===== src/rtl/scratch_pad_port_arbiter_pkg.sv =====
// Shared width helpers and request classification for the scratch pad port arbiter.
package scratch_pad_port_arbiter_pkg;

    function automatic int unsigned id_bits(input int unsigned n);
        return (n < 2) ? 32'd1 : 32'($clog2(n));
    endfunction

    function automatic int unsigned count_bits(input int unsigned depth);
        return 32'($clog2(depth)) + 32'd1;
    endfunction

    typedef enum logic [1:0] {
        REQ_NONE,
        REQ_READ,
        REQ_WRITE
    } req_kind_e;

endpackage


===== src/rtl/arb_id_fifo.sv =====
// Register-based FIFO of client ids for outstanding reads; its count is the read credit counter.
module arb_id_fifo
    import scratch_pad_port_arbiter_pkg::*;
#(
    parameter int unsigned DEPTH    = 32,
    parameter int unsigned ID_BITS  = 2,
    parameter int unsigned CNT_BITS = 6
) (
    input  logic                clk,
    input  logic                rst_n,
    input  logic                push,
    input  logic [ID_BITS-1:0]  push_id,
    input  logic                pop,
    output logic [ID_BITS-1:0]  head_id,
    output logic                empty,
    output logic [CNT_BITS-1:0] count
);

    localparam int unsigned PTR_BITS = id_bits(DEPTH);

    logic [ID_BITS-1:0]  mem_q [DEPTH];
    logic [PTR_BITS-1:0] wr_ptr_q, wr_ptr_d;
    logic [PTR_BITS-1:0] rd_ptr_q, rd_ptr_d;
    logic [CNT_BITS-1:0] count_q, count_d;

    function automatic logic [PTR_BITS-1:0] ptr_inc(input logic [PTR_BITS-1:0] p);
        return (p == PTR_BITS'(DEPTH - 1)) ? '0 : p + PTR_BITS'(1);
    endfunction

    always_comb begin
        wr_ptr_d = push ? ptr_inc(wr_ptr_q) : wr_ptr_q;
        rd_ptr_d = pop  ? ptr_inc(rd_ptr_q) : rd_ptr_q;
        count_d  = count_q;
        case ({push, pop})
            2'b10:   count_d = count_q + CNT_BITS'(1);
            2'b01:   count_d = count_q - CNT_BITS'(1);
            default: count_d = count_q;
        endcase
    end

    always_ff @(posedge clk or negedge rst_n) begin
        if (!rst_n) begin
            wr_ptr_q <= '0;
            rd_ptr_q <= '0;
            count_q  <= '0;
        end else begin
            wr_ptr_q <= wr_ptr_d;
            rd_ptr_q <= rd_ptr_d;
            count_q  <= count_d;
        end
    end

    // Storage needs no reset: the head is only observed while count is non-zero.
    always_ff @(posedge clk) begin
        if (push) begin
            mem_q[wr_ptr_q] <= push_id;
        end
    end

    assign head_id = mem_q[rd_ptr_q];
    assign empty   = (count_q == '0);
    assign count   = count_q;

endmodule


===== src/rtl/scratch_pad_port_arbiter.sv =====
// Round-robin sharing of one scratch pad port; read responses are steered back in issue order.
module scratch_pad_port_arbiter
    import scratch_pad_port_arbiter_pkg::*;
#(
    parameter int unsigned CLIENTS         = 4,
    parameter int unsigned WIDTH           = 64,
    parameter int unsigned ADDR_WIDTH      = 12,
    parameter int unsigned MAX_OUTSTANDING = 32,
    parameter int unsigned CLIENT_BITS     = id_bits(CLIENTS)
) (
    input  logic                            clk,
    input  logic                            rst,
    input  logic [CLIENTS-1:0]              c_rd_en,
    input  logic [CLIENTS-1:0]              c_wr_en,
    input  logic [CLIENTS*ADDR_WIDTH-1:0]   c_addr,
    input  logic [CLIENTS*WIDTH-1:0]        c_d,
    output logic [CLIENTS-1:0]              c_grant,
    output logic [WIDTH-1:0]                c_q,
    output logic [CLIENTS-1:0]              c_valid,
    input  logic [CLIENTS-1:0]              c_stall,
    output logic                            sp_rd_en,
    output logic                            sp_wr_en,
    output logic [ADDR_WIDTH-1:0]           sp_addr,
    output logic [WIDTH-1:0]                sp_d,
    input  logic                            sp_full,
    input  logic [WIDTH-1:0]                sp_q,
    input  logic                            sp_valid,
    output logic                            sp_stall,
    output logic [count_bits(MAX_OUTSTANDING)-1:0] outstanding,
    output logic                            protocol_err
);

    localparam int unsigned CNT_BITS = count_bits(MAX_OUTSTANDING);

    logic [ADDR_WIDTH-1:0]  addr_arr [CLIENTS];
    logic [WIDTH-1:0]       data_arr [CLIENTS];
    logic [CLIENTS-1:0]     elig;
    logic                   credit_ok;
    logic                   win_vld;
    logic [CLIENT_BITS-1:0] win_idx;
    logic [CLIENT_BITS-1:0] cand_idx;
    req_kind_e              win_kind;

    logic [CLIENT_BITS-1:0] rr_q, rr_d;
    logic                   sp_rd_en_q, sp_rd_en_d;
    logic                   sp_wr_en_q, sp_wr_en_d;
    logic [ADDR_WIDTH-1:0]  sp_addr_q, sp_addr_d;
    logic [WIDTH-1:0]       sp_d_q, sp_d_d;
    logic                   err_q, err_d;

    logic                   fifo_push;
    logic                   fifo_pop;
    logic                   fifo_empty;
    logic [CLIENT_BITS-1:0] head_id;
    logic [CNT_BITS-1:0]    count;

    always_comb begin
        for (int unsigned i = 0; i < CLIENTS; i++) begin
            addr_arr[i] = c_addr[i*ADDR_WIDTH +: ADDR_WIDTH];
            data_arr[i] = c_d[i*WIDTH +: WIDTH];
        end
    end

    // A read consumed this cycle does not free its credit until the next cycle.
    always_comb begin
        credit_ok = (count < CNT_BITS'(MAX_OUTSTANDING));
        for (int unsigned i = 0; i < CLIENTS; i++) begin
            elig[i] = rst && !sp_full && (c_wr_en[i] || (c_rd_en[i] && credit_ok));
        end
    end

    // CLIENTS is a power of two, so the wrap is plain truncation of the index.
    always_comb begin
        win_vld  = 1'b0;
        win_idx  = rr_q;
        cand_idx = '0;
        for (int unsigned off = 0; off < CLIENTS; off++) begin
            cand_idx = rr_q + CLIENT_BITS'(off);
            if (!win_vld && elig[cand_idx]) begin
                win_vld = 1'b1;
                win_idx = cand_idx;
            end
        end
    end

    always_comb begin
        c_grant  = '0;
        win_kind = REQ_NONE;
        if (win_vld) begin
            c_grant[win_idx] = 1'b1;
            win_kind         = c_wr_en[win_idx] ? REQ_WRITE : REQ_READ;
        end
        rr_d       = win_vld ? win_idx + CLIENT_BITS'(1) : rr_q;
        sp_rd_en_d = (win_kind == REQ_READ);
        sp_wr_en_d = (win_kind == REQ_WRITE);
        sp_addr_d  = win_vld ? addr_arr[win_idx] : sp_addr_q;
        sp_d_d     = win_vld ? data_arr[win_idx] : sp_d_q;
    end

    always_comb begin
        c_valid  = '0;
        sp_stall = 1'b0;
        if (!fifo_empty) begin
            c_valid[head_id] = sp_valid;
            sp_stall         = c_stall[head_id];
        end
        fifo_push = (win_kind == REQ_READ);
        fifo_pop  = sp_valid && !sp_stall && !fifo_empty;
        err_d     = err_q || (|(c_rd_en & c_wr_en)) || (sp_valid && fifo_empty);
    end

    always_ff @(posedge clk or negedge rst) begin
        if (!rst) begin
            rr_q       <= '0;
            sp_rd_en_q <= 1'b0;
            sp_wr_en_q <= 1'b0;
            sp_addr_q  <= '0;
            sp_d_q     <= '0;
            err_q      <= 1'b0;
        end else begin
            rr_q       <= rr_d;
            sp_rd_en_q <= sp_rd_en_d;
            sp_wr_en_q <= sp_wr_en_d;
            sp_addr_q  <= sp_addr_d;
            sp_d_q     <= sp_d_d;
            err_q      <= err_d;
        end
    end

    arb_id_fifo #(
        .DEPTH    (MAX_OUTSTANDING),
        .ID_BITS  (CLIENT_BITS),
        .CNT_BITS (CNT_BITS)
    ) u_id_fifo (
        .clk     (clk),
        .rst_n   (rst),
        .push    (fifo_push),
        .push_id (win_idx),
        .pop     (fifo_pop),
        .head_id (head_id),
        .empty   (fifo_empty),
        .count   (count)
    );

    assign c_q          = sp_q;
    assign sp_rd_en     = sp_rd_en_q;
    assign sp_wr_en     = sp_wr_en_q;
    assign sp_addr      = sp_addr_q;
    assign sp_d         = sp_d_q;
    assign outstanding  = count;
    assign protocol_err = err_q;

endmodule


===== config.mk =====
export PLATFORM = sky130hd
export DESIGN_NAME = scratch_pad_port_arbiter
export DESIGN_NICKNAME = d
export VERILOG_FILES = /design/src/rtl/scratch_pad_port_arbiter_pkg.sv /design/src/rtl/arb_id_fifo.sv /design/src/rtl/scratch_pad_port_arbiter.sv
export SDC_FILE = /design/constraint.sdc
export NUM_CORES = 1
export LEC_CHECK = 0
export CAP_MARGIN = 20
export CORE_AREA = 2 2 209 211
export CTS_CLUSTER_DIAMETER = 50
export DETAILED_ROUTE_END_ITERATION = 6
export DIE_AREA = 0 0 211 213
export DONT_BUFFER_PORTS = 1
export SKIP_LAST_GASP = 1
export SLEW_MARGIN = 5
export SYNTH_ARGS = -nofsm -noshare
export SYNTH_HDL_FRONTEND = slang
export SYNTH_SLANG_ARGS = --single-unit
export TNS_END_PERCENT = 20

===== constraint.sdc =====
create_clock -name clk -period 5.43 [get_ports clk]
set_input_delay 0.2715 -clock clk [delete_from_list [all_inputs] [get_ports clk]]
set_output_delay 0.2715 -clock clk [all_outputs]
set_load 0.05 [all_outputs]

==> reports/summary.txt, run 1 <==
status -> complete, no violations
initial core utilization -> 23.64%
clock-pin slew on the worst setup and hold paths -> 0.07 ns
r2r endpoint -> u_id_fifo.count[5]
largest family of logic cells by synthesized area -> multiplexers
Antenna Nets Post-Route -> 0
Pleak -> 4.263 nW
vias per inst -> 4.788
Seq pwr share -> 44.6%
register-to-register setup slack -> 0.77 ns
GPL Wtd Cong -> 0.9460
Worst Hold Launch -> c_d[224]
Compound-Gate Fraction of Synth Area -> 9.968%
Syn Nets -> 1318
share of cells above drive strength 1 -> 17.71%
cell taking the most area after synthesis -> dfrtp_1
RSZ-0062 raised after global routing -> false
ys flop type -> dfrtp_1
CTS tree -> built
WL/cell -> 23.14 um
Setup Viol. Count Final -> 0
Util after Layout -> 25.43%
Max Cap Violations -> 0
post-detail-place hpwl -> 25510 um
initial antenna violation count -> 11
crit path DAT -> 4.99 ns
Ports -> 542
Int Pwr -> 0.003634 W
Via Count -> 6718
core region area -> 42700 sq um
CP max FO -> 23
Rows -> 76
root buffer cell -> clkbuf_16
Synth Area in Simple Gates -> 8.753%
Post-Synth XOR/XNOR Area -> 0.5207%
IO Port Bufs -> 0
initial drt markers -> 422
worst min-delay path class -> input pin to register
hold slack -> 0.1541 ns
mux cell area share after synthesis -> 27.71%
First-pass DRT Iterations -> 7
Final Total Pwr -> 0.007344 W
CTS sink cnt -> 161
Die Wd -> 211 um
Synth area leaders -> dfrtp_1 24%, edfxtp_1 19%, mux2i_1 17%, mux2_2 8.6%, buf_4 4.8%
H-Tree Depth -> 4
kind of critical path -> register to register
Critical Path Sink Type -> register
Layout area overhead -> 7.575%
top-area cell type share of the netlist area -> 24.05%
vias in the first global route -> 6768
CTS resizes -> 0
min cycle time layout -> 4.662 ns
synth warn -> 0
largest net degree at the start of global routing -> 98
Yosys reg bits -> 161
switching fraction of total power -> 50.51%
final-stage net count -> 1234
final hold violation count -> 0
global-route usage over all layers -> 14.07%
DIE AREA -> 44940 sq um
Hold Crit Depth -> 3
post-CTS setup buffer count -> 0
Post-Syn Area -> 10090 sq um
Max transition margin -> 30.82%
Sw Pwr -> 0.003709 W
Synth Area in Adders -> 1.934%
Critical Path RT -> 5.75 ns
Comb pwr share -> 38.1%
Critical Path Source Type -> register
DP Area -> 10160 sq um
Achievable Freq -> 0.2145 GHz
Netlist cell types -> 64
total CTS buffers -> 17
Max Buffers Root-to-Sink -> 2
DRC -> 0
Clk Latency, worst-skew pair -> 0.45 ns
power share of the clock group -> 17.4%
first-pass GRT wire length -> 45520 um
Tcrit/Tclk final -> 85.86%
FF-to-FF path depth -> 16
Slew @ Worst Pin -> 1.038 ns
design area -> 10860 sq um
Die Ht -> 213 um
setup tns final -> 0 ns
routed wire length -> 32460 um
FFs w/ async S/R, synth -> 60.25%
worst flop-to-flop path startpoint -> u_id_fifo.rd_ptr_q[1]
Post-synth EDFFs -> 64
Clock Skew -> 0.009035 ns
hold worst-path end -> sp_d[32]
Pins Over Slew Limit -> 0
pwr dens -> 676.4 nW/um^2
most common cell after layout, fill and taps aside -> mux2i_1
fillers -> 4462
Seq/Total Area, Yosys -> 43.09%
Mean Syn Cell Area -> 10.98 sq um
Syn Inst Count -> 919
Worst IR Drop VDD -> 0.2362 mV
commonest cells after routing, fill and taps aside -> 168 x mux2i_1, 97 x dfrtp_1, 95 x nand2_1
total grt overflow -> 0
==> state kept, by name, indices dropped and copies added, names as in the netlist <==
register and flops:
u_id_fifo.count 6, u_id_fifo.mem_q 64, protocol_err 1, sp_rd_en 1
sp_d 64, rr_q 2, u_id_fifo.wr_ptr_q 5, sp_addr 12
u_id_fifo.rd_ptr_q 5, sp_wr_en 1
==> per-stage QoR <==
step	setup slack, ns	cells
floorplan	1.367	919
global placement	0.9026	1356
detailed placement	0.7989	1357
CTS	0.7952	1393
global route	0.5342	1403
finish	0.7678	1403
==> Yosys cell counts, types with 3 or more instances <==
| cell type | instances |
|---|---|
| o221ai_1 | 4 |
| mux2_1 | 8 |
| nand2b_1 | 4 |
| and2_1 | 3 |
| a211oi_1 | 3 |
| nor4_2 | 4 |
| nand3_1 | 6 |
| xor2_1 | 3 |
| o21ai_1 | 39 |
| mux2_2 | 77 |
| nand2_1 | 95 |
| mux2i_1 | 168 |
| buf_2 | 19 |
| o21ai_0 | 45 |
| o22ai_1 | 3 |
| ha_1 | 14 |
| buf_4 | 64 |
| mux4_2 | 7 |
| o211ai_4 | 4 |
| inv_1 | 21 |
| clkbuf_1 | 27 |
| a22oi_1 | 3 |
| and3_1 | 3 |
| nor2_1 | 38 |
| a21oi_1 | 15 |
| o211ai_1 | 5 |
| edfxtp_1 | 64 |
| nor3_1 | 8 |
| buf_1 | 6 |
| dfrtp_1 | 97 |
| xnor2_1 | 3 |
| o41ai_1 | 4 |
| nor2b_1 | 12 |
==> power groups by stage <==
stage / logic (W) / registers (W) / clock network, W
after detailed placement: 0.00279 / 0.00332 / 0
after CTS: 0.00282 / 0.00329 / 0.00132
final: 0.00280 / 0.00327 / 0.00128
after global routing: 0.00307 / 0.00333 / 0.00136
after floorplan: 0.00247 / 0.00304 / 0
after global placement: 0.00272 / 0.00332 / 0
==> critical path: stages, from the launching register on <==
cell and delay, ns:
dfrtp_1 0.95, mux4_2 0.60, o221ai_1 0.09, o22ai_1 0.17, or4_4 0.57, o2111a_2 0.30
nor2_4 0.19, inv_1 0.09, ha_1 0.25, ha_1 0.30, a21o_1 0.18, a21oi_1 0.22
o21bai_1 0.09, a21oi_1 0.17, xnor2_1 0.14, nor2_1 0.07, xor2_1 0.15
==> final cells by class <==
class	count	area (sq um)	area share, %
antenna	10	25.02	0.2305
timing repair buffer	15	146.4	1.348
tap	546	683.2	6.292
multi-input combinational	617	4957	45.66
sequential	161	4349	40.06
inverter	23	90.09	0.8298
clock buffer	17	425.4	3.918
clock inverter	14	180.2	1.660
==> kinds of logic after synthesis <==
kind of cell	count (synthesis)
xor+xnor	6
mux	260
simple gates	188
buf+inv	141
fa+ha+maj	15
compound gates	148
flops	161
==> timing repair <==
item                                    CTS  global route
hold endpoints to repair                 98             0
hold buffers                              5             0
endpoints found under the setup margin    0             0
==> how the worst max path moves through the flow <==
stage	to	cells after the start	from	slack, ns
4_1_cts	u_id_fifo.count[5]	16	u_id_fifo.rd_ptr_q[1]	0.80
6_report	u_id_fifo.count[5]	16	u_id_fifo.rd_ptr_q[1]	0.77
3_3_place_gp	u_id_fifo.count[5]	16	u_id_fifo.rd_ptr_q[1]	0.90
5_1_grt	u_id_fifo.count[5]	16	u_id_fifo.rd_ptr_q[1]	0.53
3_5_place_dp	u_id_fifo.count[5]	16	u_id_fifo.rd_ptr_q[1]	0.80
2_1_floorplan	u_id_fifo.count[5]	16	u_id_fifo.count[5]	1.37
==> metal layers <==
| metal | up-vias | track usage [%] | share of wire, % |
|---|---|---|---|
| li1 | 3116 | - | - |
| met1 | 3237 | 15.49 | 38 |
| met2 | 322 | 24.46 | 52 |
| met3 | 43 | 4.104 | 6.3 |
| met4 | 0 | 7.625 | 3.9 |
| met5 | - | 0 | 0 |
No activity file was read; power rests on OpenSTA's default activity.
==> run 2: changes to the inputs <==
==> constraint.sdc (replaced) <==
create_clock -name clk -period 5.43 [get_ports clk]
set_input_delay 0.2715 -clock clk [delete_from_list [all_inputs] [get_ports clk]]
set_output_delay 0.2715 -clock clk [all_outputs]
set_load 0.01 [all_outputs]
==> reports/summary.txt, run 2 (synthesized netlist as in run 1, its figures left out) <==
Clk Latency, worst-skew pair -> 0.48 ns (+0.03 ns)
post-detail-place hpwl -> 25630 um (+0.48%)
final hold violation count -> 0 (unchanged)
initial drt markers -> 391 (-7.3%)
WL/cell -> 23.16 um (+0.11%)
Clock Skew -> 0.01713 ns (+0.008098 ns)
initial core utilization -> 23.64% (unchanged)
CTS resizes -> 0 (unchanged)
Slew @ Worst Pin -> 1.019 ns (-0.01870 ns)
Pins Over Slew Limit -> 0 (unchanged)
root buffer cell -> clkbuf_16
DRC -> 0 (unchanged)
Die Wd -> 211 um (unchanged)
vias per inst -> 4.803 (+0.30%)
Critical Path RT -> 5.78 ns (+0.03 ns)
CP max FO -> 23 (unchanged)
Ports -> 542 (unchanged)
worst min-delay path class -> input pin to register
kind of critical path -> register to register
GR met1 Demand/Resource -> 15.49% (about the same)
GPL Wtd Cong -> 0.9410 (-0.53%)
Die Ht -> 213 um (unchanged)
Rows -> 76 (unchanged)
global-route usage over all layers -> 14.27% (+0.20 points)
Final Total Pwr -> 0.006251 W (-15%)
hold slack -> 0.1315 ns (-0.02257 ns)
Critical Path Source Type -> register
First-pass DRT Iterations -> 5 (-2)
core region area -> 42700 sq um (unchanged)
vias in the first global route -> 6745 (-0.34%)
Via Count -> 6724 (+0.089%)
RSZ-0062 raised after global routing -> false
met3 usage -> 4.692% (+0.59 points)
CTS sink cnt -> 161 (unchanged)
Max Cap Violations -> 0 (unchanged)
commonest cells after routing, fill and taps aside -> 168 x mux2i_1, 97 x dfrtp_1, 95 x nand2_1
total CTS buffers -> 17 (unchanged)
met2 Usage GRT -> 24.67% (+0.22 points)
area occupied by multi-input gates -> 4947 sq um (-0.20%)
Setup Viol. Count Final -> 0 (unchanged)
H-Tree Depth -> 4 (unchanged)
Pleak -> 4.241 nW (-0.51%)
status -> complete, no violations
share of cells above drive strength 1 -> 17.20% (-0.51 points)
total grt overflow -> 0 (unchanged)
CTS tree -> built
crit path DAT -> 5.01 ns (+0.02 ns)
setup tns final -> 0 ns (unchanged)
DIE AREA -> 44940 sq um (unchanged)
Max transition margin -> 32.07% (+1.2 points)
first-pass GRT wire length -> 45750 um (+0.51%)
initial antenna violation count -> 14 (+3)
clock-pin slew on the worst setup and hold paths -> 0.08 ns (about the same)
IO Port Bufs -> 0 (unchanged)
Tcrit/Tclk final -> 85.78% (about the same)
Reg area -> 4349 sq um (unchanged)
GRT busiest layer -> met2
fillers -> 4469 (+0.16%)
Worst IR Drop VDD -> 0.1880 mV (-20%)
most common cell after layout, fill and taps aside -> mux2i_1
Critical Path Sink Type -> register
largest net degree at the start of global routing -> 131 (+34%)
routed wire length -> 32430 um (-0.10%)
Achievable Freq -> 0.2147 GHz (about the same)
Layout area overhead -> 7.364%
Antenna Nets Post-Route -> 0 (unchanged)
final-stage net count -> 1229 (-0.41%)
min cycle time layout -> 4.658 ns (-0.004244 ns)
pwr dens -> 576.9 nW/um^2 (-15%)
Max Buffers Root-to-Sink -> 2 (unchanged)
run 2: cell count changes in the layout (fill, tap and decap cells not counted), sizes merged:
cell and change:
bufinv -2, inv -1, diode +1, clkinv +4, buf -5
run 2: where the power goes:
part           leakage [nW]  internal [W]  switching [W]  total (W)
Combinational          2.19       0.00120        0.00140    0.00261
Sequential             1.75       0.00170       0.000663    0.00237
Clock                 0.294      0.000662       0.000612    0.00127
run 2: layer usage:
layer / wire, um / share of wire (%)
met2: 16730 / 52
met5: 29 / 0.089
met3: 2099 / 6.5
met4: 1354 / 4.2
met1: 12220 / 38
run 2: final cells by class:
| cell class | count | area share [%] |
|---|---|---|
| multi-input cells | 617 | 45.66 |
| flip-flops and latches | 161 | 40.14 |
| well taps | 546 | 6.305 |
| clock buffers | 17 | 3.926 |
| clock inverters | 15 | 1.801 |
| repair buffers | 10 | 1.085 |
| inverters | 23 | 0.8314 |
| diodes | 11 | 0.2540 |
run 2: worst max-delay path, stage by stage (launching register included):
cell      delay [ns]
dfrtp_1         0.93
mux4_2          0.60
o221ai_1        0.11
o22ai_1         0.18
or4_4           0.56
o2111a_2        0.30
nor2_4          0.19
inv_1           0.09
ha_1            0.26
ha_1            0.30
a21o_1          0.17
a21oi_1         0.23
o21bai_1        0.09
a21oi_1         0.17
xnor2_1         0.14
nor2_1          0.07
xor2_1          0.15
run 2: path summary, 6_finish.rpt:
kind,cells after the start,from,slack [ns],end
max,16,u_id_fifo.rd_ptr_q[1],0.77,u_id_fifo.count[5]
min,3,c_d[225],0.13,sp_d[33]
min in group asynchronous,2,rst,0.35,u_id_fifo.rd_ptr_q[0]
max reg2reg,16,u_id_fifo.rd_ptr_q[1],0.77,u_id_fifo.count[5]
min reg2reg,2,sp_d[31],0.56,sp_d[31]
max in group asynchronous,2,rst,4.55,sp_d[41]
run 2: repair_timing:
item,4_1_cts,5_1_grt
endpoints found under the setup margin,0,0
buffers inserted,0,0
endpoints found under the hold margin,98,0
hold buffers,5,0
run 2: metrics by stage:
step | utilization [%] | cells | instance area, sq um | setup WS (ns)
2_1_floorplan | - | 919 | 10090 | 1.503
3_3_place_gp | 23.70 | 1352 | 10120 | 0.8958
3_5_place_dp | 23.70 | 1352 | 10120 | 0.7945
4_1_cts | 25.31 | 1389 | 10810 | 0.7649
5_1_grt | 25.38 | 1400 | 10840 | 0.4775
6_report | 25.38 | 1400 | 10840 | 0.7720
==> run 3: changes to the inputs <==
Settings changed: CORE_AREA 2 2 209 211 to 2 2 208 210, DIE_AREA 0 0 211 213 to 0 0 210 212, SYNTH_HIERARCHICAL set to 1.
==> reports/summary.txt, run 3 <==
met2 routed WL -> 13330 um (-20%)
Worst path slowest cell -> dfrtp_1
clock-pin slew on the worst setup and hold paths -> 0.07 ns (about the same)
kind of critical path -> register to register
Critical Path Source Type -> register
share of cells above drive strength 1 -> 19.62% (+2.4 points)
root buffer cell -> clkbuf_16
IO Port Bufs -> 0 (unchanged)
post-CTS setup buffer count -> 0 (unchanged)
initial core utilization -> 23.45% (-0.18 points)
Worst path max stage delay -> 0.72 ns (-0.21 ns)
met1 WL -> 10850 um (-11%)
Yosys reg bits -> 161 (unchanged)
register-to-register setup slack -> 1.14 ns (+0.37 ns)
CTS tree -> built
total CTS buffers -> 17 (unchanged)
crit-path leading delay family -> multiplexers
Mean Syn Cell Area -> 12.46 sq um (+13%)
Syn Nets -> 1198 (-9.1%)
Slew @ Worst Pin -> 0.9738 ns (-0.04512 ns)
Max transition margin -> 35.08% (+3.0 points)
Critical Path RT -> 5.83 ns (+0.05 ns)
Setup Viol. Count Final -> 0 (unchanged)
Clk Latency, worst-skew pair -> 0.48 ns (about the same)
Ports -> 542 (unchanged)
Post-Syn Area -> 9970 sq um (-1.2%)
Achievable Freq -> 0.2331 GHz (+8.6%)
Die Ht -> 212 um (-0.47%)
commonest cells after routing, fill and taps aside -> 155 x mux2i_1, 108 x nor2_1, 97 x dfrtp_1
first-pass GRT wire length -> 39030 um (-15%)
DP Worst Slack -> 1.182 ns (+0.3880 ns)
routed wire length -> 27540 um (-15%)
Netlist cell types -> 51 (-20%)
worst flop-to-flop path startpoint -> u_id_fifo/rd_ptr_q[1]
r2r endpoint -> u_id_fifo/count[4]
final-stage net count -> 1119 (-9.0%)
Max Buffers Root-to-Sink -> 2 (unchanged)
Post-synth EDFFs -> 64 (unchanged)
Post-synth top cells -> 155 x mux2i_1, 108 x nor2_1, 97 x dfrtp_1
post-detail-place hpwl -> 20000 um (-22%)
RSZ-0062 raised after global routing -> false
Pins Over Slew Limit -> 0 (unchanged)
Buf+Inv Stages, Crit Path -> 1 (unchanged)
most common cell after layout, fill and taps aside -> mux2i_1
crit path DAT -> 4.69 ns (-0.32 ns)
CP max FO -> 13 (-43%)
Critical Path Sink Type -> register
vias in the first global route -> 6436 (-4.6%)
Rows -> 76 (unchanged)
fillers -> 4355 (-2.6%)
worst min-delay path class -> input pin to register
Worst Hold Launch -> c_d[186]
initial drt markers -> 306 (-22%)
total grt overflow -> 0 (unchanged)
Antenna Nets Post-Route -> 0 (unchanged)
Levels on crit path -> 14 (-2)
count leader, synth -> mux2i_1
Pleak -> 3.968 nW (-6.4%)
WL/cell -> 21.41 um (-7.6%)
critical path endpoint -> u_id_fifo/count[4]
Max Cap Violations -> 0 (unchanged)
status -> complete, no violations
min cycle time layout -> 4.290 ns (-0.3681 ns)
Layout area overhead -> 6.301%
Die Wd -> 210 um (-0.47%)
ys flop type -> dfrtp_1
global-route usage over all layers -> 11.99% (-2.3 points)
largest net degree at the start of global routing -> 116 (-11%)
Worst IR Drop VDD -> 0.2594 mV (+38%)
setup tns final -> 0 ns (unchanged)
pwr dens -> 576.7 nW/um^2 (about the same)
FFs w/ async S/R, synth -> 60.25% (unchanged)
Syn Inst Count -> 800 (-13%)
Synth area leaders -> dfrtp_1 24%, edfxtp_1 19%, mux2i_1 16%, a221oi_2 11%, buf_4 5.6%
DRC -> 0 (unchanged)
First-pass DRT Iterations -> 4 (-1)
initial antenna violation count -> 6 (-8)
cell taking the most area after synthesis -> dfrtp_1
crit-path cells -> mux4_1, mux4_2, nor2_1, a31oi_1, mux4_2, nor2_1, buf_4, ha_1, xor2_1, ha_1, nor4_1, o21ai_0, a21oi_1, xor2_1
H-Tree Depth -> 4 (unchanged)
CTS sink cnt -> 161 (unchanged)
top sig layer -> met4
vias per inst -> 4.960 (+3.3%)
slack of the critical path -> 1.140 ns (+0.3681 ns)
crit path from -> u_id_fifo/rd_ptr_q[1]
FF-to-FF path depth -> 14 (-2)
final hold violation count -> 0 (unchanged)
core region area -> 42510 sq um (-0.45%)
DIE AREA -> 44520 sq um (-0.94%)
Seq/Total Area, Yosys -> 43.62% (+0.53 points)
synth warn -> 6 (+6)
Clock Skew -> 0.01172 ns (-0.005418 ns)
Via Count -> 6378 (-5.1%)
Tcrit/Tclk final -> 79.00% (-6.8 points)
top-area cell type share of the netlist area -> 24.35% (+0.30 points)
CTS resizes -> 0 (unchanged)
GPL Wtd Cong -> 0.8936 (-5.0%)
Detail Route met3 WL -> 2053 um (-2.2%)
## run 3: changes by cell type after synthesis, moves of 13 or more
| cell | change |
|---|---|
| mux2_2 | -73 |
| nand2_1 | -85 |
| mux2i_1 | -13 |
| nor2_1 | +70 |
| o21ai_1 | -37 |
| a221oi_2 | +76 |
| o21ai_0 | -33 |
## run 3: worst min path at each step
stage | endpoint | cells after the start
after floorplan | protocol_err | 0
after global placement | sp_d[39] | 0
after detailed placement | sp_d[33] | 0
after CTS | sp_d[36] | 2
after global routing | sp_d[42] | 2
final | sp_d[58] | 2
## run 3: cell families (layout without fill, tap and decap cells)
logic type | after synthesis | after routing | synth area share, %
AND/OR/NAND/NOR | 182 | 182 | 8.359
buffers and inverters | 134 | 68 | 10.08
multiplexers | 179 | 179 | 20.80
adder cells (fa/ha/maj) | 14 | 14 | 1.757
XOR/XNOR | 7 | 7 | 0.6150
AO/OA/AOI/OAI | 123 | 123 | 14.77
flip-flops | 161 | 161 | 43.62
other | 0 | 6 | 0
## run 3: worst reg2reg max path, delay by kind of cell (launching register included)
family	cells	cell delay (ns)
multiplexers	3	1.64
flip-flops	1	0.72
adder cells (fa/ha/maj)	2	0.52
AO/OA/AOI/OAI	3	0.46
AND/OR/NAND/NOR	3	0.44
XOR/XNOR	2	0.25
buffers and inverters	1	0.17
## run 3: metal layers
layer / global-route usage, % / up-vias
met1: 13.66 / 3177
li1: - / 2819
met4: 7.581 / 0
met2: 19.04 / 332
met5: 0 / -
met3: 4.520 / 50
## run 3: final cells by class
| class | count | area, sq um | area share (%) |
|---|---|---|---|
| clock buffers | 18 | 429.2 | 4.050 |
| multi-input cells | 505 | 4644 | 43.83 |
| diodes | 6 | 15.01 | 0.1417 |
| repair buffers | 25 | 300.3 | 2.834 |
| clock inverters | 14 | 135.1 | 1.275 |
| inverters | 11 | 41.29 | 0.3896 |
| well taps | 546 | 683.2 | 6.446 |
| flip-flops and latches | 161 | 4349 | 41.04 |
## run 3: timing repair
item                                    4_1_cts  5_1_grt
endpoints found under the hold margin       106        0
hold buffers                                 15        0
endpoints found under the setup margin        0        0
## run 3: per-stage QoR
step                      instances  total power, W  area, sq um  utilization (%)  hold WS (ns)
after floorplan                 800        0.004578         9970                -      -0.02409
after global placement         1232        0.004848         9823            23.11      -0.01972
after detailed placement       1232        0.004920         9823            23.11      -0.02087
after CTS                      1279        0.006182        10560            24.83     0.0005008
after global routing           1284        0.006499        10590            24.92       0.02041
final                          1286        0.006111        10600            24.93       0.05340
## run 3: where the power goes
group | switching, W | leakage, nW | internal (W)
Clock | 0.000581 | 0.277 | 0.000607
Sequential | 0.000569 | 1.66 | 0.00171
Combinational | 0.00143 | 2.03 | 0.00121
Total | 0.00258 | 3.97 | 0.00353
